[config.mk]
export PLATFORM = sky130hd
export DESIGN_NAME = matrix_num_loader
export DESIGN_NICKNAME = d
export VERILOG_FILES = /design/src/rtl/matrix_num_loader.sv
export SDC_FILE = /design/constraint.sdc
export NUM_CORES = 1
export LEC_CHECK = 0
export CAP_MARGIN = 10
export CORE_AREA = 3 3 216 218
export CTS_CLUSTER_SIZE = 30
export DETAILED_ROUTE_END_ITERATION = 10
export DIE_AREA = 0 0 219 221
export SLEW_MARGIN = 20
export SYNTH_ARGS = -nofsm -noshare
export SYNTH_HDL_FRONTEND = slang
export SYNTH_SLANG_ARGS = --single-unit
[constraint.sdc]
create_clock -name clk -period 5.8 [get_ports clk]
set_clock_uncertainty 0.1 [all_clocks]
set_input_delay 0.87 -clock clk [delete_from_list [all_inputs] [get_ports clk]]
set_output_delay 0.87 -clock clk [all_outputs]
set_load 0.02 [all_outputs]
[src/rtl/matrix_num_loader.sv]
// matrix_num_loader: reads a matrix header [rows, cols] and rows*cols
// row-major elements from a synchronous number RAM, validates the
// header against the available word count, and streams each element
// with its (row, col) coordinates over a valid/ready beat interface.
//
// Beat handshake: elem_valid is raised only in SEND and, once raised,
// elem_data/elem_row/elem_col stay constant until the cycle in which
// elem_ready is also high; the beat transfers on that rising edge.
// elem_valid never depends combinationally on elem_ready.
module matrix_num_loader #(
    parameter int DATA_WIDTH = 32,
    parameter int ADDR_WIDTH = 11,
    parameter int MAX_DIM    = 16
) (
    input  logic                  clk,
    input  logic                  rst_n,
    input  logic                  start,
    input  logic                  abort,
    input  logic [10:0]           num_count,
    output logic [ADDR_WIDTH-1:0] src_rd_addr,
    input  logic [DATA_WIDTH-1:0] src_rd_data,
    output logic [7:0]            mat_rows,
    output logic [7:0]            mat_cols,
    output logic                  elem_valid,
    input  logic                  elem_ready,
    output logic [DATA_WIDTH-1:0] elem_data,
    output logic [7:0]            elem_row,
    output logic [7:0]            elem_col,
    output logic                  busy,
    output logic                  done,
    output logic                  error,
    output logic [1:0]            err_code,
    output logic [3:0]            dbg_state
);

    typedef enum logic [3:0] {
        IDLE     = 4'd0,
        RD_ROWS  = 4'd1,
        RD_COLS  = 4'd2,
        CAP_COLS = 4'd3,
        CHECK    = 4'd4,
        REQ_ELEM = 4'd5,
        CAP_ELEM = 4'd6,
        SEND     = 4'd7,
        DONE     = 4'd8,
        FAIL     = 4'd9
    } state_e;

    localparam logic [1:0] ERR_NONE  = 2'd0;
    localparam logic [1:0] ERR_SHORT = 2'd1;
    localparam logic [1:0] ERR_DIM   = 2'd2;
    localparam logic [1:0] ERR_COUNT = 2'd3;

    state_e                state_q, state_d;
    logic [10:0]           cnt_q, cnt_d;
    logic [DATA_WIDTH-1:0] rows_word_q, rows_word_d;
    logic [DATA_WIDTH-1:0] cols_word_q, cols_word_d;
    logic [DATA_WIDTH-1:0] data_q, data_d;
    logic [15:0]           idx_q, idx_d;
    logic [15:0]           total_q, total_d;
    logic [7:0]            row_q, row_d;
    logic [7:0]            col_q, col_d;
    logic [1:0]            err_q, err_d;

    // Header decode: the full words are kept so CHECK can reject words
    // whose upper bits are set (which also covers negative values).
    logic [7:0]  rows_lo, cols_lo;
    logic        rows_bad, cols_bad;
    logic [15:0] dim_prod;
    logic [15:0] elem_need;

    assign rows_lo   = rows_word_q[7:0];
    assign cols_lo   = cols_word_q[7:0];
    assign rows_bad  = (|rows_word_q[DATA_WIDTH-1:8]) || (rows_lo == 8'd0) || (rows_lo > 8'(MAX_DIM));
    assign cols_bad  = (|cols_word_q[DATA_WIDTH-1:8]) || (cols_lo == 8'd0) || (cols_lo > 8'(MAX_DIM));
    assign dim_prod  = {8'd0, rows_lo} * {8'd0, cols_lo};
    assign elem_need = {5'd0, cnt_q} - 16'd2;

    assign mat_rows  = rows_lo;
    assign mat_cols  = cols_lo;
    assign elem_data = data_q;
    assign elem_row  = row_q;
    assign elem_col  = col_q;
    assign err_code  = err_q;
    assign done      = (state_q == DONE);
    assign error     = (state_q == FAIL);
    assign busy      = (state_q != IDLE) && (state_q != DONE) && (state_q != FAIL);
    assign dbg_state = state_q;

    // State and datapath registers; reset clears everything at once.
    always_ff @(posedge clk or negedge rst_n) begin
        if (!rst_n) begin
            state_q     <= IDLE;
            cnt_q       <= '0;
            rows_word_q <= '0;
            cols_word_q <= '0;
            data_q      <= '0;
            idx_q       <= '0;
            total_q     <= '0;
            row_q       <= '0;
            col_q       <= '0;
            err_q       <= ERR_NONE;
        end else begin
            state_q     <= state_d;
            cnt_q       <= cnt_d;
            rows_word_q <= rows_word_d;
            cols_word_q <= cols_word_d;
            data_q      <= data_d;
            idx_q       <= idx_d;
            total_q     <= total_d;
            row_q       <= row_d;
            col_q       <= col_d;
            err_q       <= err_d;
        end
    end

    // Next-state, read address and beat-valid decode; abort overrides all.
    always_comb begin
        state_d     = state_q;
        cnt_d       = cnt_q;
        rows_word_d = rows_word_q;
        cols_word_d = cols_word_q;
        data_d      = data_q;
        idx_d       = idx_q;
        total_d     = total_q;
        row_d       = row_q;
        col_d       = col_q;
        err_d       = err_q;
        src_rd_addr = '0;
        elem_valid  = 1'b0;

        case (state_q)
            IDLE, DONE, FAIL: begin
                if (start) begin
                    cnt_d       = num_count;
                    rows_word_d = '0;
                    cols_word_d = '0;
                    err_d       = ERR_NONE;
                    if (num_count < 11'd2) begin
                        // Not even a header available: reject without reading.
                        state_d = FAIL;
                        err_d   = ERR_SHORT;
                    end else begin
                        state_d = RD_ROWS;
                    end
                end
            end
            RD_ROWS: begin
                src_rd_addr = '0;
                state_d     = RD_COLS;
            end
            RD_COLS: begin
                src_rd_addr = ADDR_WIDTH'(1);
                rows_word_d = src_rd_data;
                state_d     = CAP_COLS;
            end
            CAP_COLS: begin
                cols_word_d = src_rd_data;
                state_d     = CHECK;
            end
            CHECK: begin
                if (rows_bad || cols_bad) begin
                    state_d = FAIL;
                    err_d   = ERR_DIM;
                end else if (dim_prod != elem_need) begin
                    state_d = FAIL;
                    err_d   = ERR_COUNT;
                end else begin
                    idx_d   = '0;
                    row_d   = '0;
                    col_d   = '0;
                    total_d = dim_prod;
                    state_d = REQ_ELEM;
                end
            end
            REQ_ELEM: begin
                src_rd_addr = ADDR_WIDTH'(idx_q + 16'd2);
                state_d     = CAP_ELEM;
            end
            CAP_ELEM: begin
                data_d  = src_rd_data;
                state_d = SEND;
            end
            SEND: begin
                elem_valid = 1'b1;
                if (elem_ready) begin
                    if (idx_q == total_q - 16'd1) begin
                        state_d = DONE;
                    end else begin
                        idx_d = idx_q + 16'd1;
                        if (col_q == cols_lo - 8'd1) begin
                            col_d = '0;
                            row_d = row_q + 8'd1;
                        end else begin
                            col_d = col_q + 8'd1;
                        end
                        state_d = REQ_ELEM;
                    end
                end
            end
            default: begin
                state_d = IDLE;
            end
        endcase

        if (abort) begin
            state_d = IDLE;
            err_d   = ERR_NONE;
            idx_d   = idx_q;
            row_d   = row_q;
            col_d   = col_q;
        end
    end

endmodule

==> results.md, run 1 <==
- Status: complete, no violations
- DR iter-0 viols: 737
- Core area: 45,090 µm²
- Routed Antenna Nets: 0
- Period utilisation layout: 98.07%
- CP required: 6040 ps
- Post-Route WL: 33.74 mm
- Crit path capture type: flop
- Tot Pwr: 4.040 mW
- Switching power total: 1.492 mW
- Endpoints failing hold: 0
- VDD IR-drop max: 0.2099 mV
- Die outline height: 221 µm
- Reg clk slew, reported paths: 80 ps
- Diodes inserted: 0
- Syn Area/Cell: 8.791 µm²
- TritonCTS clock tree: yes
- Starting Density: 24.72%
- Kind of critical path: flop to flop
- Syn nets: 1,395
- Post-route insts no fill: 2,031
- Cells after DPL: 1,986
- Yosys cell types: 71
- Main synth FF type: dfrtp_1
- Maxcap violations: 0
- Share of the synthesized area in the top cell type: 36.14%
- EDFF count, synth: 0
- R2r setup slk: 110 ps
- Clock share of power: 28.8%
- Cell type with the largest total area after synthesis: dfrtp_1
- Placed cell areas: 13,480 µm²
- Relative slew margins: 34.19%
- Initial antenna violation count: 0
- Std cell rows: 78
- H-tree levels: 4
- Final Wtd Congestion: 0.8827
- Peak Freq: 175.8 MHz
- All-Layer GR Usage: 13.61%
- 1st-pass router iterations: 4
- HP Class: input port to async pin
- Area of the multi-input gates: 6928 µm²
- Die W: 219 µm
- Clk Latency, worst-skew pair: 450 ps
- CTS Root Cell: clkbuf_16
- # IOs: 133
- Residual DRC: 0
- Post-Synthesis Cells: 1,268
- Sequential share of power: 36.7%
- Mapped Area: 11,150 µm²
- I/O Buffers: 132
- Final core occ: 32.41%
- Comb pwr share: 34.4%
- Critical path fanouts, max: 7
- Switch share: 36.93%
- Ratio of cells with drive above 1 in the final layout: 18.80%
- Final setup fails: 0
- Fin nets: 1,545
- Via-to-Cell Ratio: 4.861
- Final instance area: 14,610 µm²
- P_leak: 6.299 nW
- FFs w/ async S/R, synth: 100.0%
- Slew Limit Fails: 0
- Internal power: 2.548 mW
- FF+latch count, synth: 161
- Synth-to-layout area growth: 31.10%
- Vias: 9,872
- Crit path launch type: flop
- CP arrival: 5930 ps
- Register Area: 4040 µm²
- Die area: 48,400 µm²
- Worst-case clock buffer depth: 2
- First-pass GRT wire length: 53.26 mm
- Detailed Place HPWL: 25.22 mm
- Area contributors post-synth: dfrtp_1 (36%), nand2_1 (7.3%), fa_1 (6.5%), ha_1 (4.8%), o21ai_0 (4.7%)
- WL per Instance: 16.61 µm
- Syn. warnings: 0
- Sequential element share of the synthesized area: 36.14%
- Largest net degree at the start of global routing: 92
- Worst Tran Pin Value: 987.2 ps
- CTS Buf Count: 17
- Gr ovfl total: 0
- Power Dens Cells: 276.5 nW/µm²
- Fillcell total: 4,674
- Min cycle time layout: 5688 ps
- Clock sink count: 161
- Vias in the first global route: 9,631
## worst max-delay path, stage by stage (launching register included)
cell     delay, ps
dfrtp_2        440
buf_2          180
and2_1         150
ha_1           200
fa_1           480
ha_1           300
inv_1           50
fa_1           520
inv_1           70
fa_1           640
xnor2_1        160
mux2i_1        220
buf_4          170
nor4b_2        190
buf_4          170
nand4_1        100
or4_1          560
or4_4          530
a211o_1        290
o31ai_1         70
## per-layer routing
layer	share of wire, %	GRT usage, %
met5	0	0
met4	1.2	2.676
met3	5.6	3.406
met2	47	21.71
met1	46	18.77
## flip-flops by register name, summed over array words and instances, names as in the netlist
signal and flops:
idx_q 16, elem_col 8, elem_row 8, cnt_q 11, elem_data 32, rows_word_q 32, total_q 16, cols_word_q 32
dbg_state 4, err_code 2
## worst paths after layout
| check | from | endpoint | cells after the start |
|---|---|---|---|
| max | cols_word_q[3] | dbg_state[2] | 19 |
| min | rst_n | elem_data[10] | 1 |
| max reg2reg | cols_word_q[3] | dbg_state[2] | 19 |
| min reg2reg | elem_data[8] | elem_data[8] | 1 |
| max in group asynchronous | rst_n | idx_q[1] | 2 |
| min in group clk | elem_data[8] | elem_data[8] | 1 |
## layout make-up
cell class	instances	area share, %
timing repair buffer	219	13.66
inverter	77	1.978
tap	600	5.137
clock inverter	14	1.173
clock buffer	18	3.005
sequential	161	27.65
multi-input combinational	942	47.41
## cell usage after synthesis, drive strengths merged, types with 12 or more instances
cell	n
a21oi	30
and2	52
buf	21
clkbuf	69
dfrtp	161
fa	36
ha	43
inv	77
mux2	44
nand2	217
nand2b	12
nand3	28
nand4	16
nor2	57
nor3	23
nor4	38
o21ai	104
o31ai	30
or3	15
or4	15
xnor2	28
xor2	21
## kinds of logic (layout without fill, tap and decap cells)
kind of cell,Yosys count,count (layout),share of synthesized area (%)
XOR/XNOR,50,50,4.052
flip-flops,161,161,36.14
multiplexers,49,49,4.961
AND/OR/NAND/NOR,520,521,23.34
adder cells (fa/ha/maj),79,79,11.29
AO/OA/AOI/OAI,242,243,13.87
buffers and inverters,167,328,6.342
## timing repair
action	4_1_cts	5_1_grt
gates resized for setup	9	86
endpoints found under the hold margin	0	0
pin swaps	1	46
setup buffers	0	11
endpoints found under the setup margin	43	52
hold buffers	0	0
cloned	0	2
## power by group through the flow
stage               Combinational (mW)  Sequential [mW]  Clock, mW
finish                            1.39             1.48       1.16
floorplan                        0.767             1.49          0
detailed placement                1.29             1.50          0
CTS                               1.31             1.48       1.19
global route                      1.53             1.51       1.24
global placement                  1.28             1.49          0
## cells in the final DEF, fill, tap and decap left out, types with 9 or more instances in the layout
master,n
a21oi_1,22
o31ai_1,24
inv_1,74
nand3_1,26
nand4_1,16
fa_1,33
o21ai_0,100
xnor2_1,26
ha_1,36
nor4_1,34
and2_1,44
clkbuf_16,17
or3_1,12
nand2b_1,12
nor3_1,19
dfrtp_2,9
nor2_1,54
mux2_2,42
nand2_1,213
dfrtp_1,152
and3_1,10
or4_1,10
xor2_1,21
clkdlybuf4s50_1,131
buf_4,80
## stage by stage
stage | setup slack [ps] | hold WS [ps] | TNS (ps)
floorplan | 6.209 | 364.8 | 0
global placement | -33.30 | 387.5 | -68.52
detailed placement | -112.2 | 395.7 | -1217
CTS | 12.72 | 411.9 | 0
global route | -70.35 | 426.5 | -614.5
finish | 111.8 | 356.8 | 0
Note: power is estimated with default switching activity, not from simulation.
==> inputs of run 2 (changes only) <==
CAP_MARGIN = 5   (was 10)
CTS_BUF_LIST = sky130_fd_sc_hd__clkbuf_16   (was unset)
==> run 2 against run 1 <==
First-iteration DRC count did not move. Flip-flop and latch count did not move. Hold slack barely moved. Critical path type unchanged. Clock-buffer cell count fell by 1. Cell area barely moved. Setup slack got worse by 4.5 ps. Global-route usage did not move. Critical path depth did not move. Largest cell class unchanged. Power fell by 0.33%.
==> results.md, run 2 (synthesized netlist as in run 1, its figures left out) <==
- Diodes inserted: 0 (unchanged)
- H-tree levels: 4 (unchanged)
- Cell repeated most along the worst path: fa_1
- Relative slew margins: 34.19% (unchanged)
- Gr ovfl total: 0 (unchanged)
- Clock share of power: 28.6% (-0.2 points)
- Core area: 45,090 µm² (unchanged)
- R2r setup slk: 110 ps (about the same)
- Post-Route WL: 33.75 mm (about the same)
- Maxcap violations: 0 (unchanged)
- CP required: 6040 ps (about the same)
- VDD IR-drop max: 0.1957 mV (-6.8%)
- Die area: 48,400 µm² (unchanged)
- Crit path launch type: flop
- Residual DRC: 0 (unchanged)
- Die W: 219 µm (unchanged)
- Crit-path slowest cell: fa_1
- Worst Tran Pin Value: 987.2 ps (unchanged)
- Final Wtd Congestion: 0.8827 (unchanged)
- Via-to-Cell Ratio: 4.864 (about the same)
- FF-to-FF End: dbg_state[2]
- Synth-to-layout area growth: 31.01% (about the same)
- Die outline height: 221 µm (unchanged)
- Switch share: 37.05% (+0.12 points)
- Starting Density: 24.72% (unchanged)
- CTS Root Cell: clkbuf_16
- P_leak: 6.293 nW (about the same)
- Setup WS post-layout: 107.3 ps (-4.527 ps)
- Post-route insts no fill: 2,031 (unchanged)
- Min cycle time layout: 5693 ps (+4.527 ps)
- Commonest non-fill, non-tap cell in the layout: nand2_1
- DR iter-0 viols: 737 (unchanged)
- Path depth of the worst reg2reg path: 19 (unchanged)
- Vias: 9,878 (+0.061%)
- Critical R2R Launch: cols_word_q[3]
- Largest net degree at the start of global routing: 92 (unchanged)
- Pre-CTS setup slack: -112.2 ps (unchanged)
- Critical path fanouts, max: 7 (unchanged)
- # IOs: 133 (unchanged)
- Status: complete, no violations
- TritonCTS clock tree: yes
- HP Class: input port to async pin
- Crit path capture type: flop
- Peak Freq: 175.7 MHz (about the same)
- CP cell instances: buf_2 -> and2_1 -> ha_1 -> fa_1 -> ha_1 -> inv_1 -> fa_1 -> inv_1 -> fa_1 -> xnor2_1 -> mux2i_1 -> buf_4 -> nor4b_2 -> buf_4 -> nand4_1 -> or4_1 -> or4_4 -> a211o_1 -> o31ai_1
- Fin nets: 1,545 (unchanged)
- Fillcell total: 4,675 (+0.021%)
- Detailed Place HPWL: 25.22 mm (unchanged)
- WL per Instance: 16.62 µm (about the same)
- Most frequent cells in the layout: nand2_1 (213), dfrtp_1 (152), clkdlybuf4s50_1 (131)
- Kind of critical path: flop to flop
- Routed Antenna Nets: 0 (unchanged)
- Endpoints failing hold: 0 (unchanged)
- Power Dens Cells: 275.7 nW/µm² (-0.26%)
- All-Layer GR Usage: 13.61% (unchanged)
- Worst-case clock buffer depth: 2 (unchanged)
- CTS Buf Count: 17 (unchanged)
- Clk Latency, worst-skew pair: 450 ps (about the same)
- Final setup fails: 0 (unchanged)
- Reg clk slew, reported paths: 80 ps (about the same)
- Period utilisation layout: 98.15% (about the same)
- Initial antenna violation count: 0 (unchanged)
- Setup_tns: 0 ps (unchanged)
- Final core occ: 32.39% (about the same)
- Ratio of cells with drive above 1 in the final layout: 18.73% (-0.070 points)
- Internal power: 2.535 mW (-0.52%)
- First-pass GRT wire length: 53.26 mm (unchanged)
- Slew Limit Fails: 0 (unchanged)
- Vias in the first global route: 9,631 (unchanged)
- Switching power total: 1.492 mW (about the same)
- Comb pwr share: 34.6% (+0.2 points)
- Cells after DPL: 1,986 (unchanged)
- Max incr delay on CP: 650 ps (about the same)
- Sequential share of power: 36.9% (+0.2 points)
- CP arrival: 5930 ps (about the same)
- 1st-pass router iterations: 5 (+1)
- I/O Buffers: 132 (unchanged)
- Std cell rows: 78 (unchanged)
- Clock sink count: 161 (unchanged)
## run 2: cell count changes in the layout (fill, tap and decap cells not counted)
cell | previous run | this run
clkinv_1 | 0 | 1
clkbuf_8 | 1 | 0
## run 2: worst max-delay path, delay by kind of cell (launching register included)
family / cells / cell delay (ps)
compound gates: 2 / 360
xor+xnor: 1 / 160
fa+ha+maj: 5 / 2150
buf+inv: 5 / 640
flops: 1 / 440
mux: 1 / 220
simple gates: 5 / 1530
## run 2: metrics by stage
stage	power, mW	hold WS (ps)	area (µm²)
after global routing	4.263	426.5	14600
after floorplan	2.257	364.8	11300
after CTS	3.969	411.7	14110
after detailed placement	2.796	395.7	13480
after global placement	2.776	387.5	13480
final	4.027	356.5	14600
## run 2: power groups by stage
stage	Combinational (mW)	Clock [mW]	Sequential, mW
6_report	1.39	1.15	1.48
2_1_floorplan	0.767	0	1.49
3_5_place_dp	1.29	0	1.50
4_1_cts	1.31	1.18	1.48
5_1_grt	1.53	1.22	1.51
3_3_place_gp	1.28	0	1.49
## run 2: area by class of cell
type	instances	area (µm²)	share of cell area, %
Timing Repair Buffer	219	1996	13.67
Inverter	77	289.0	1.979
Clock inverter	15	175.2	1.199
Clock buffer	17	425.4	2.913
Multi-Input combinational cell	942	6928	47.44
Sequential cell	161	4040	27.66
Tap cell	600	750.7	5.141
## run 2: worst max-delay path by stage
stage                        start  cells after the start      endpoint
CTS                 cols_word_q[5]                     18  dbg_state[2]
detailed placement  rows_word_q[2]                     18   elem_row[7]
floorplan           cols_word_q[5]                     21   total_q[10]
finish              cols_word_q[3]                     19  dbg_state[2]
global route        cols_word_q[3]                     18     idx_q[15]
global placement    cols_word_q[3]                     20   elem_col[6]
## run 2: timing repair
item,in CTS,in global routing
resized for setup,9,86
buffers inserted,0,11
setup endpoints to repair,43,52
hold buffers,0,0
gates cloned,0,2
pin swaps,1,46
## run 2: per-layer routing
| metal | global-route usage (%) | share of wire (%) | vias up |
|---|---|---|---|
| met1 | 18.77 | 46 | 4906 |
| li1 | - | - | 4710 |
| met3 | 3.406 | 5.4 | 32 |
| met5 | 0 | 0 | - |
| met4 | 2.676 | 1.2 | 0 |
| met2 | 21.71 | 47 | 230 |
